$ cat src/rtl/mux_nway_pkg.sv
// Shared constants for the N-way registered multiplexer: select-mode encodings and the way limit.
package mux_nway_pkg;

  localparam logic MODE_FIXED = 1'b0;
  localparam logic MODE_RR    = 1'b1;

  localparam int unsigned WAYS_MAX = 16;

endpackage

$ cat src/rtl/rr_arbiter.sv
// Round-robin arbiter: grants the first requesting way at or after ptr, wrapping modulo WAYS.
module rr_arbiter #(
  parameter int unsigned  WAYS = 8,
  localparam int unsigned SelW = $clog2(WAYS)
) (
  input  logic [WAYS-1:0] req,
  input  logic [SelW-1:0] ptr,
  output logic [SelW-1:0] gnt_idx,
  output logic            gnt_vld
);

  logic [SelW-1:0] idx;

  // Scan from farthest to nearest offset so the nearest requester is the last write.
  always_comb begin
    gnt_vld = |req;
    gnt_idx = '0;
    idx     = '0;
    for (int k = int'(WAYS) - 1; k >= 0; k--) begin
      idx = SelW'((int'(ptr) + k) % int'(WAYS));
      if (req[idx]) begin
        gnt_idx = idx;
      end
    end
  end

endmodule

$ cat src/rtl/mux_nway_reg.sv
// N-way W-bit mux with fixed or round-robin select and a registered valid/ready output stage.
// Optional registered parity output enabled by defining MUX_NWAY_REG_PARITY_EN.
module mux_nway_reg
  import mux_nway_pkg::*;
#(
  parameter int unsigned WIDTH = 16,
  parameter int unsigned WAYS  = 8,
  parameter int unsigned SEL_W = $clog2(WAYS)
) (
  input  logic                  clk,
  input  logic                  rst_n,
  input  logic [WAYS*WIDTH-1:0] in_data,
  input  logic [WAYS-1:0]       in_valid,
  output logic [WAYS-1:0]       in_ready,
  input  logic                  mode,
  input  logic [SEL_W-1:0]      sel,
  output logic [WIDTH-1:0]      out_data,
  output logic [SEL_W-1:0]      out_sel,
  output logic                  out_valid,
  input  logic                  out_ready
`ifdef MUX_NWAY_REG_PARITY_EN
  ,
  output logic                  out_parity
`endif
);

  logic [WIDTH-1:0] way_data [WAYS];

  for (genvar i = 0; i < WAYS; i++) begin : g_way
    assign way_data[i] = in_data[i*WIDTH +: WIDTH];
  end

  logic [SEL_W-1:0] rr_ptr_q, rr_ptr_d;
  logic [WIDTH-1:0] out_data_q, out_data_d;
  logic [SEL_W-1:0] out_sel_q, out_sel_d;
  logic             out_valid_q, out_valid_d;

  logic [SEL_W-1:0] rr_idx, gnt_idx;
  logic             rr_vld, fix_vld, gnt_vld;
  logic             load;

  rr_arbiter #(
    .WAYS(WAYS)
  ) u_rr_arbiter (
    .req    (in_valid),
    .ptr    (rr_ptr_q),
    .gnt_idx(rr_idx),
    .gnt_vld(rr_vld)
  );

  // Out-of-range selects (non-power-of-2 WAYS) never grant.
  always_comb begin
    fix_vld = 1'b0;
    if (int'(sel) < int'(WAYS)) begin
      fix_vld = in_valid[sel];
    end
  end

  assign gnt_idx = (mode == MODE_RR) ? rr_idx : sel;
  assign gnt_vld = (mode == MODE_RR) ? rr_vld : fix_vld;

  // No handshake is offered while reset is asserted.
  assign load     = rst_n && (!out_valid_q || out_ready);
  assign in_ready = (load && gnt_vld) ? (WAYS'(1) << gnt_idx) : '0;

  always_comb begin
    rr_ptr_d    = rr_ptr_q;
    out_data_d  = out_data_q;
    out_sel_d   = out_sel_q;
    out_valid_d = out_valid_q;
    if (load) begin
      if (gnt_vld) begin
        out_valid_d = 1'b1;
        out_data_d  = way_data[gnt_idx];
        out_sel_d   = gnt_idx;
        if (mode == MODE_RR) begin
          rr_ptr_d = (gnt_idx == SEL_W'(WAYS - 1)) ? '0 : gnt_idx + 1'b1;
        end
      end else begin
        out_valid_d = 1'b0;
      end
    end
  end

  always_ff @(posedge clk) begin
    if (!rst_n) begin
      rr_ptr_q    <= '0;
      out_data_q  <= '0;
      out_sel_q   <= '0;
      out_valid_q <= 1'b0;
    end else begin
      rr_ptr_q    <= rr_ptr_d;
      out_data_q  <= out_data_d;
      out_sel_q   <= out_sel_d;
      out_valid_q <= out_valid_d;
    end
  end

  assign out_data  = out_data_q;
  assign out_sel   = out_sel_q;
  assign out_valid = out_valid_q;

`ifdef MUX_NWAY_REG_PARITY_EN
  logic parity_q;

  // Parity of the next data word tracks both loads and holds of the data register.
  always_ff @(posedge clk) begin
    if (!rst_n) begin
      parity_q <= 1'b0;
    end else begin
      parity_q <= ^out_data_d;
    end
  end

  assign out_parity = parity_q;
`endif

endmodule
$ cat config.mk
export PLATFORM = sky130hd
export DESIGN_NAME = mux_nway_reg
export DESIGN_NICKNAME = d
export VERILOG_FILES = /design/src/rtl/mux_nway_pkg.sv /design/src/rtl/rr_arbiter.sv /design/src/rtl/mux_nway_reg.sv
export SDC_FILE = /design/constraint.sdc
export NUM_CORES = 1
export LEC_CHECK = 0
export CORE_MARGIN = 2
export CORE_UTILIZATION = 47
export DETAILED_ROUTE_END_ITERATION = 6
export MAX_ROUTING_LAYER = met4
export PLACE_DENSITY = 0.89
export SLEW_MARGIN = 20
export SYNTH_ARGS = -nofsm -noshare
export SYNTH_HDL_FRONTEND = slang
export SYNTH_SLANG_ARGS = --single-unit
$ cat constraint.sdc
create_clock -name clk -period 10.93 [get_ports clk]
set_input_delay 2.186 -clock clk [delete_from_list [all_inputs] [get_ports clk]]
set_output_delay 2.186 -clock clk [all_outputs]
set_load 0.05 [all_outputs]
==> impl_metrics.json, run 1 <==
{
  "setup_violations": 0,
  "slew_headroom": 0.307,
  "grt_setup_unrepaired": "false",
  "fin_ws_ns": 2.25,
  "seq_area_frac_synth": 0.121,
  "io_buffers": 170,
  "cts_root_buf": "clkbuf_8",
  "postRouteAntennaNets": 0,
  "crit_path_frequent_cell": "clkdlybuf4s50_1",
  "synth_top_area_share": 0.173,
  "syn_area_per_cell_um2": 9.23,
  "synth-edff-count": 0,
  "ctsHoldBuffers": 0,
  "synth_area_um2": 3810,
  "gp_congestion": 0.965,
  "dp_hpwl_mm": 10.1,
  "synth.most_common_cell": "mux2i_1",
  "wl_mm": 13.5,
  "drt-wirelength-per-cell_um": 20.6,
  "cts_setup_buffers": 0,
  "htreeDepth": 1,
  "grt_usage": 0.295,
  "synth_common_cells": "mux2i_1, a221oi_1, o2bb2ai_1, mux2_2, dfxtp_1",
  "grt_remaining_overflow": 0,
  "grt_pass1_vias": 4109,
  "clk_latency_ns": 0.28,
  "area_growth_syn_to_layout_pct": 44.8,
  "die_y_um": 94.1,
  "tritoncts": "built",
  "grt_max_degree": 50,
  "critPathSlowestCell": "a211oi_4",
  "p_leak_nw": 1.92,
  "drt-pass1-iter-count": 5,
  "status": "finished clean",
  "fill_cells": 592,
  "crit_type": "in -> out",
  "path_cells": "clkdlybuf4s50_1, buf_4, o21ai_0, a32oi_1, nand2_1, a211oi_4, nand2_4, nor2_1, clkdlybuf4s50_1",
  "cts.sinks": 23,
  "synth_flop_cell": "dfxtp_1",
  "final_nets": 696,
  "worst_ep_required_time_ns": 8.74,
  "peakVddDrop_mv": 0.0745,
  "ios": 171,
  "worstSetupStartpointType": "primary input",
  "routed_via_density": 6.65,
  "drive_gt1_frac": 0.151,
  "dp_slack_ns": 2.29,
  "synth.area.top_cells": "mux2i_1, dfxtp_1, mux2_2, mux4_2, a221oi_1",
  "core_um2": 7810,
  "num_vias": 4335,
  "fp-row-count": 32,
  "die_area_um2": 8850,
  "cp-end-kind": "output pin",
  "drc_errors": 0,
  "skew_ns": 0.00454,
  "drv_cap": 0,
  "ys_ff_latch": 23,
  "grt_pass1_wl_mm": 20.5,
  "cp_max_fo": 43,
  "initial_utilization": 0.488,
  "numCtsBuffers": 3,
  "hold_path_class": "reg -> reg",
  "fmax_ghz": 0.115,
  "yosysTopAreaCell": "mux2i_1",
  "antenna_found_initial": 0,
  "tightest_slew_ns": 1.04,
  "max_stage_delay_ns": 0.87,
  "clkSlewWorstSetupHoldPaths_ns": 0.10,
  "clk_path_buf_depth": 2,
  "maxSlewViolCount": 0,
  "period_share": 0.794,
  "hold-worst-slack_ns": 0.460,
  "drtIter0Drc": 357,
  "synth_cell_types": 60,
  "fin_tns_setup_ns": 0,
  "cts_resized": 0,
  "async_flop_share": 0,
  "post-route-min-period_ns": 8.68,
  "fp.dieW_um": 94.1,
  "powerDensity_nw_per_um2": 128,
  "crit_arrival_ns": 6.50,
  "hold_viol": 0,
  "n_antenna_cell": 0,
  "synth_warnings": 0,
  "syn_nets": 558,
  "synth_cells": 413
}
-- layout make-up --
| class | count | area, um2 | area share |
|---|---|---|---|
| inverter | 11 | 41.3 | 0.00748 |
| clock buffer | 3 | 41.3 | 0.00748 |
| clock inverter | 1 | 5.00 | 0.000906 |
| multi-input combinational | 336 | 3090 | 0.560 |
| tap | 102 | 128 | 0.0231 |
| sequential | 23 | 460 | 0.0834 |
| timing repair buffer | 176 | 1750 | 0.318 |
-- path summary, 6_finish.rpt --
kind	from	endpoint	slack, ns	cells after the start
worst min-delay path	out_sel[2]$_SDFFE_PN0P_	out_sel[2]$_SDFFE_PN0P_	0.46	1
worst max register to register	rr_ptr_q[0]$_SDFFE_PN0P_	out_data[7]$_SDFFE_PN0P_	5.94	10
worst max-delay path	mode	in_ready[1]	2.25	9
worst min register to register	out_sel[2]$_SDFFE_PN0P_	out_sel[2]$_SDFFE_PN0P_	0.46	1
-- critical path, delay by kind of cell --
kind | cells | cell delay, ns
compound gates | 3 | 1.76
simple gates | 3 | 0.85
buf+inv | 3 | 1.68
-- cell families after synthesis --
group	after synthesis	share of synthesized area
AO/OA/AOI/OAI	146	0.333
XOR/XNOR	4	0.00919
adder cells (fa/ha/maj)	2	0.00656
buffers and inverters	54	0.0719
flip-flops	23	0.121
multiplexers	119	0.374
AND/OR/NAND/NOR	65	0.0850
-- metrics by stage --
step / cells / power, W / util / instance area, um2
finish: 652 / 0.000706 / 0.707 / 5520
global route: 652 / 0.000741 / 0.707 / 5520
CTS: 651 / 0.000700 / 0.705 / 5500
detailed placement: 647 / 0.000638 / 0.699 / 5460
global placement: 647 / 0.000627 / 0.699 / 5460
floorplan: 413 / 0.000493 / - / 3810
-- metal layers --
layer  up-vias  GRT usage  wire, um  share of wire
met5         -          -         0              0
met4         0     0.0990       344          0.026
met3        34     0.0297      1010          0.075
met2       242      0.493      6830           0.51
met1      2087      0.374      5280           0.39
li1       1972          -         -              -
-- state kept, by name (all words and copies together), names as in the netlist --
name,count
out_data,16
out_sel,3
rr_ptr_q,3
out_valid,1
-- where the power goes --
group / internal (W) / switching, W
clock network: 0.0000257 / 0.0000355
registers: 0.000102 / 0.0000272
logic: 0.000233 / 0.000283
total: 0.000361 / 0.000346
-- layout by cell type (no fill, tap or decap), types with 4 or more instances in the layout --
cell / Yosys / final
buf_4: 5 / 5
and2_1: 4 / 4
mux2_1: 8 / 8
a211oi_1: 4 / 4
a221oi_1: 33 / 33
o2bb2ai_1: 32 / 32
o221ai_2: 11 / 11
a21oi_1: 19 / 19
clkdlybuf4s50_1: 0 / 169
mux2i_1: 66 / 66
mux2_2: 30 / 30
nor2_1: 16 / 15
and3_1: 4 / 4
mux4_2: 14 / 14
o21ai_0: 13 / 13
o221ai_1: 6 / 6
nand3_1: 18 / 18
dfxtp_1: 23 / 23
nand2_1: 11 / 11
inv_1: 8 / 8
(Power assumes the default switching activity.)
==> run 2: changes to the inputs <==
- CORE_UTILIZATION: 47 -> 43
- PLACE_DENSITY: 0.89 -> 0.82
- clock period: 10.93 -> 8.7 ns (I/O delays scaled with it)
==> impl_metrics.json, run 2 (synthesis results as in run 1) <==
{
  "ff2ff_setup_slack_ns": 3.78,
  "hold_depth": 1,
  "largest_reg_flops": 16,
  "cp-end-kind": "output pin",
  "ctsHoldBuffers": 0,
  "cts_resized": 0,
  "whs_endpoint": "out_sel[2]$_SDFFE_PN0P_",
  "grt_remaining_overflow": 0,
  "final_cell_mix": "clkdlybuf4s50_1, mux2i_1, a221oi_1, o2bb2ai_1, mux2_2",
  "fmax_ghz": 0.136,
  "crit_path_frequent_cell": "clkdlybuf4s50_1",
  "status": "finished clean",
  "cp_max_fo": 19,
  "wl_mm": 13.5,
  "ff2ff_path_depth": 11,
  "fin_tns_setup_ns": 0,
  "dr_wl_met2_mm": 6.82,
  "routed.top_layer": "met4",
  "clk_path_buf_depth": 2,
  "skew_ns": 0.00588,
  "r2r-start": "rr_ptr_q[0]$_SDFFE_PN0P_",
  "fill_cells": 739,
  "drtIter0Drc": 467,
  "postRouteAntennaNets": 0,
  "hold_viol": 0,
  "fin_total_pwr_w": 0.000886,
  "max_stage_delay_ns": 0.80,
  "dp_hpwl_mm": 10.1,
  "crit_type": "in -> out",
  "period_share": 0.847,
  "drc_errors": 0,
  "dp_slack_ns": 1.37,
  "critPathLaunch": "in_valid[3]",
  "htreeDepth": 1,
  "die_area_um2": 9640,
  "num_vias": 4249,
  "numCtsBuffers": 3,
  "core_um2": 8680,
  "post-route-min-period_ns": 7.37,
  "cts_root_buf": "clkbuf_8",
  "routed_via_density": 6.45,
  "grt_pass1_wl_mm": 21.5,
  "p_leak_nw": 1.92,
  "drt-wirelength-per-cell_um": 20.4,
  "fp.dieW_um": 98.2,
  "maxSlewViolCount": 0,
  "drv_cap": 0,
  "initial_utilization": 0.439,
  "drive_gt1_frac": 0.152,
  "drt-pass1-iter-count": 5,
  "clkSlewWorstSetupHoldPaths_ns": 0.09,
  "ios": 171,
  "gp_congestion": 0.994,
  "grt_max_degree": 50,
  "fin_ws_ns": 1.33,
  "worstSetupStartpointType": "primary input",
  "grt_setup_unrepaired": "false",
  "critPathSlowestCell": "clkdlybuf4s50_1",
  "die_y_um": 98.2,
  "area_growth_syn_to_layout_pct": 45.2,
  "met1_length_mm": 5.31,
  "final_nets": 697,
  "setup_violations": 0,
  "hold_path_class": "reg -> reg",
  "crit_arrival_ns": 5.63,
  "tritoncts": "built",
  "min_from": "out_sel[2]$_SDFFE_PN0P_",
  "wl_met3_um": 876,
  "clk_latency_ns": 0.28,
  "peakVddDrop_mv": 0.0860,
  "antenna_found_initial": 0,
  "fp-row-count": 34,
  "grt_usage": 0.280,
  "tightest_slew_ns": 0.894,
  "slew_headroom": 0.404,
  "cts.sinks": 23,
  "grt_pass1_vias": 4332,
  "n_antenna_cell": 0,
  "r2r_end": "out_data[15]$_SDFFE_PN0P_",
  "worst_ep_required_time_ns": 6.96,
  "final_common_cell": "clkdlybuf4s50_1",
  "powerDensity_nw_per_um2": 160,
  "io_buffers": 170,
  "path_cells": "clkdlybuf4s50_1, mux4_2, mux2i_4, o21ai_1, a211oi_1, o22a_1, and3_1, clkdlybuf4s50_1",
  "cts_setup_buffers": 0
}
==> run 2: cell types whose count changed in the layout (fill, tap and decap cells not counted), sizes merged <==
cell | previous run | this run
buf | 7 | 8
==> run 2: critical path: cells and delay by family <==
family | cells | cell delay [ns]
muxes | 2 | 0.91
AOI/OAI and AO/OA | 3 | 1.33
and+or+nand+nor | 1 | 0.27
buffers and inverters | 2 | 1.38
==> run 2: worst max path at each step <==
stage | endpoint | slack [ns] | depth (start not counted)
detailed placement | in_ready[5] | 1.37 | 9
finish | in_ready[2] | 1.33 | 8
CTS | in_ready[5] | 1.38 | 9
global placement | in_ready[5] | 1.47 | 9
floorplan | in_ready[7] | 2.24 | 9
global route | in_ready[1] | 1.0 | 12
==> run 2: final cells by class <==
type / count / area, um2 / share of cell area
inverters: 11 / 41.3 / 0.00746
multi-input cells: 336 / 3090 / 0.559
well taps: 108 / 135 / 0.0244
clock inverters: 1 / 5.00 / 0.000904
flip-flops and latches: 23 / 460 / 0.0831
clock buffers: 3 / 41.3 / 0.00746
repair buffers: 177 / 1760 / 0.318
==> run 2: metal layers <==
| metal | global-route usage | vias up |
|---|---|---|
| li1 | - | 1976 |
| met1 | 0.338 | 2004 |
| met2 | 0.469 | 231 |
| met3 | 0.0394 | 38 |
| met4 | 0.117 | 0 |
| met5 | - | - |
==> run 2: where the power goes <==
part	internal (W)	switching, W	leakage [nW]
clock	0.0000322	0.0000418	0.0255
combinational	0.000293	0.000357	1.71
sequential	0.000128	0.0000337	0.189
total	0.000454	0.000432	1.92
==> run 2: stage by stage <==
stage	hold slack (ns)	instances	instance area [um2]	util
2_1_floorplan	0.714	413	3810	-
3_3_place_gp	0.435	654	5470	0.630
3_5_place_dp	0.447	654	5470	0.630
4_1_cts	0.469	658	5520	0.636
5_1_grt	0.516	659	5540	0.638
6_report	0.505	659	5540	0.638
==> run 3: changes to the inputs <==
- CORE_UTILIZATION: 43 -> 39
- PLACE_DENSITY: 0.82 -> 0.79
- clock period: 8.7 -> 6.3 ns (I/O delays scaled with it)
==> impl_metrics.json, run 3 (synthesis results as in run 1) <==
{
  "fin_cells": 692,
  "path_cells": "clkinv_1, ha_1, buf_4, mux2i_1, mux4_2, inv_1, a2111oi_2, inv_2, o22ai_2, buf_4, nand2_4, nor2_1, buf_12",
  "drt-pass1-iter-count": 4,
  "slew_headroom": 0.552,
  "fmax_ghz": 0.173,
  "io_buffers": 170,
  "hold_viol": 0,
  "max_stage_delay_ns": 0.73,
  "cts_root_buf": "clkbuf_8",
  "status": "finished clean",
  "area_growth_syn_to_layout_pct": 49.9,
  "antenna_found_initial": 0,
  "maxSlewViolCount": 0,
  "gp_congestion": 0.926,
  "dp_hpwl_mm": 10.3,
  "post-route-min-period_ns": 5.78,
  "drt-wirelength-per-cell_um": 19.4,
  "numCtsBuffers": 3,
  "cp_max_fo": 18,
  "cp-end-kind": "output pin",
  "ff2ff_setup_slack_ns": 1.81,
  "grt_setup_unrepaired": "false",
  "tightest_slew_ns": 0.671,
  "grt_max_degree": 50,
  "setup_violations": 0,
  "tritoncts": "built",
  "htreeDepth": 1,
  "worstSetupStartpointType": "flip-flop",
  "postRouteAntennaNets": 0,
  "skew_ns": 0.00216,
  "drc_errors": 0,
  "cts_resized": 0,
  "powerDensity_nw_per_um2": 218,
  "clkSlewWorstSetupHoldPaths_ns": 0.10,
  "final_cell_mix": "clkdlybuf4s50_1, mux2i_1, a221oi_1, o2bb2ai_1, mux2_2",
  "routed_via_density": 6.21,
  "die_y_um": 103,
  "fin_tns_setup_ns": 0,
  "cts_setup_buffers": 0,
  "grt_pass1_vias": 4132,
  "fill_cells": 834,
  "n_antenna_cell": 0,
  "initial_utilization": 0.396,
  "drtIter0Drc": 269,
  "dp_cells": 687,
  "final_common_cell": "clkdlybuf4s50_1",
  "grt_remaining_overflow": 0,
  "clk_latency_ns": 0.27,
  "hold_path_class": "reg -> reg",
  "die_area_um2": 10600,
  "critPathSlowestCell": "ha_1",
  "period_share": 0.918,
  "cts.sinks": 23,
  "ctsHoldBuffers": 0,
  "drive_gt1_frac": 0.177,
  "dpl_cell_area_um2": 5640,
  "crit_path_frequent_cell": "buf_4",
  "grt_usage": 0.248,
  "worst_ep_required_time_ns": 5.04,
  "drv_cap": 0,
  "fin_total_pwr_w": 0.00125,
  "wl_mm": 13.4,
  "ios": 171,
  "core_um2": 9640,
  "final_nets": 705,
  "crit_type": "reg -> out",
  "fp.dieW_um": 103,
  "clk_path_buf_depth": 2,
  "num_vias": 4296,
  "fp-row-count": 36,
  "peakVddDrop_mv": 0.135,
  "grt_pass1_wl_mm": 20.3,
  "design_area_um2": 5720,
  "largest_reg_flops": 16,
  "crit_arrival_ns": 4.52,
  "p_leak_nw": 2.00
}
==> run 3: changes by cell type in the layout (fill, tap and decap cells not counted), sizes merged <==
cell           delta
clkinv            -1
clkbuf            +1
clkdlybuf4s50     -8
buf              +16
==> run 3: layout make-up <==
| cell class | instances | area, um2 | share of cell area |
|---|---|---|---|
| clock buffer | 4 | 45.0 | 0.00788 |
| inverter | 11 | 41.3 | 0.00722 |
| multi-input combinational | 336 | 3090 | 0.541 |
| sequential | 23 | 460 | 0.0806 |
| tap | 133 | 166 | 0.0291 |
| timing repair buffer | 185 | 1910 | 0.334 |
==> run 3: path summary, 6_finish.rpt <==
kind                                   end  depth (start not counted)                      from
setup / recovery               in_ready[0]                         13  rr_ptr_q[1]$_SDFFE_PN0P_
hold / removal     out_sel[2]$_SDFFE_PN0P_                          1   out_sel[2]$_SDFFE_PN0P_
setup reg to reg  out_data[1]$_SDFFE_PN0P_                         12  rr_ptr_q[1]$_SDFFE_PN0P_
hold reg to reg    out_sel[2]$_SDFFE_PN0P_                          1   out_sel[2]$_SDFFE_PN0P_
==> run 3: critical path, delay by kind of cell, from the launching register on <==
| family | cells | cell delay, ns |
|---|---|---|
| flops | 1 | 0.62 |
| mux | 2 | 0.59 |
| simple gates | 2 | 0.48 |
| compound gates | 2 | 0.57 |
| buf+inv | 6 | 1.24 |
| fa+ha+maj | 1 | 0.73 |
==> run 3: power breakdown <==
| part | switching (W) | internal, W | leakage (nW) |
|---|---|---|---|
| Clock | 0.0000559 | 0.0000454 | 0.0228 |
| Sequential | 0.0000404 | 0.000177 | 0.189 |
| Combinational | 0.000504 | 0.000423 | 1.79 |
==> run 3: through the flow <==
stage,utilization,setup WS (ns),hold WS (ns)
4_1_cts,0.590,0.581,0.480
5_1_grt,0.593,0.186,0.519
6_report,0.593,0.515,0.478
2_1_floorplan,-,0.798,0.714
3_5_place_dp,0.585,0.593,0.457
3_3_place_gp,0.585,0.725,0.439
==> run 3: layer usage <==
metal	global-route usage	vias to the layer above	part of all wire	wire (um)
met5	-	-	0	0
met4	0.0466	0	0.013	176
met3	0.0271	18	0.059	791
met2	0.420	188	0.50	6730
met1	0.324	2100	0.43	5710
li1	-	1990	-	-
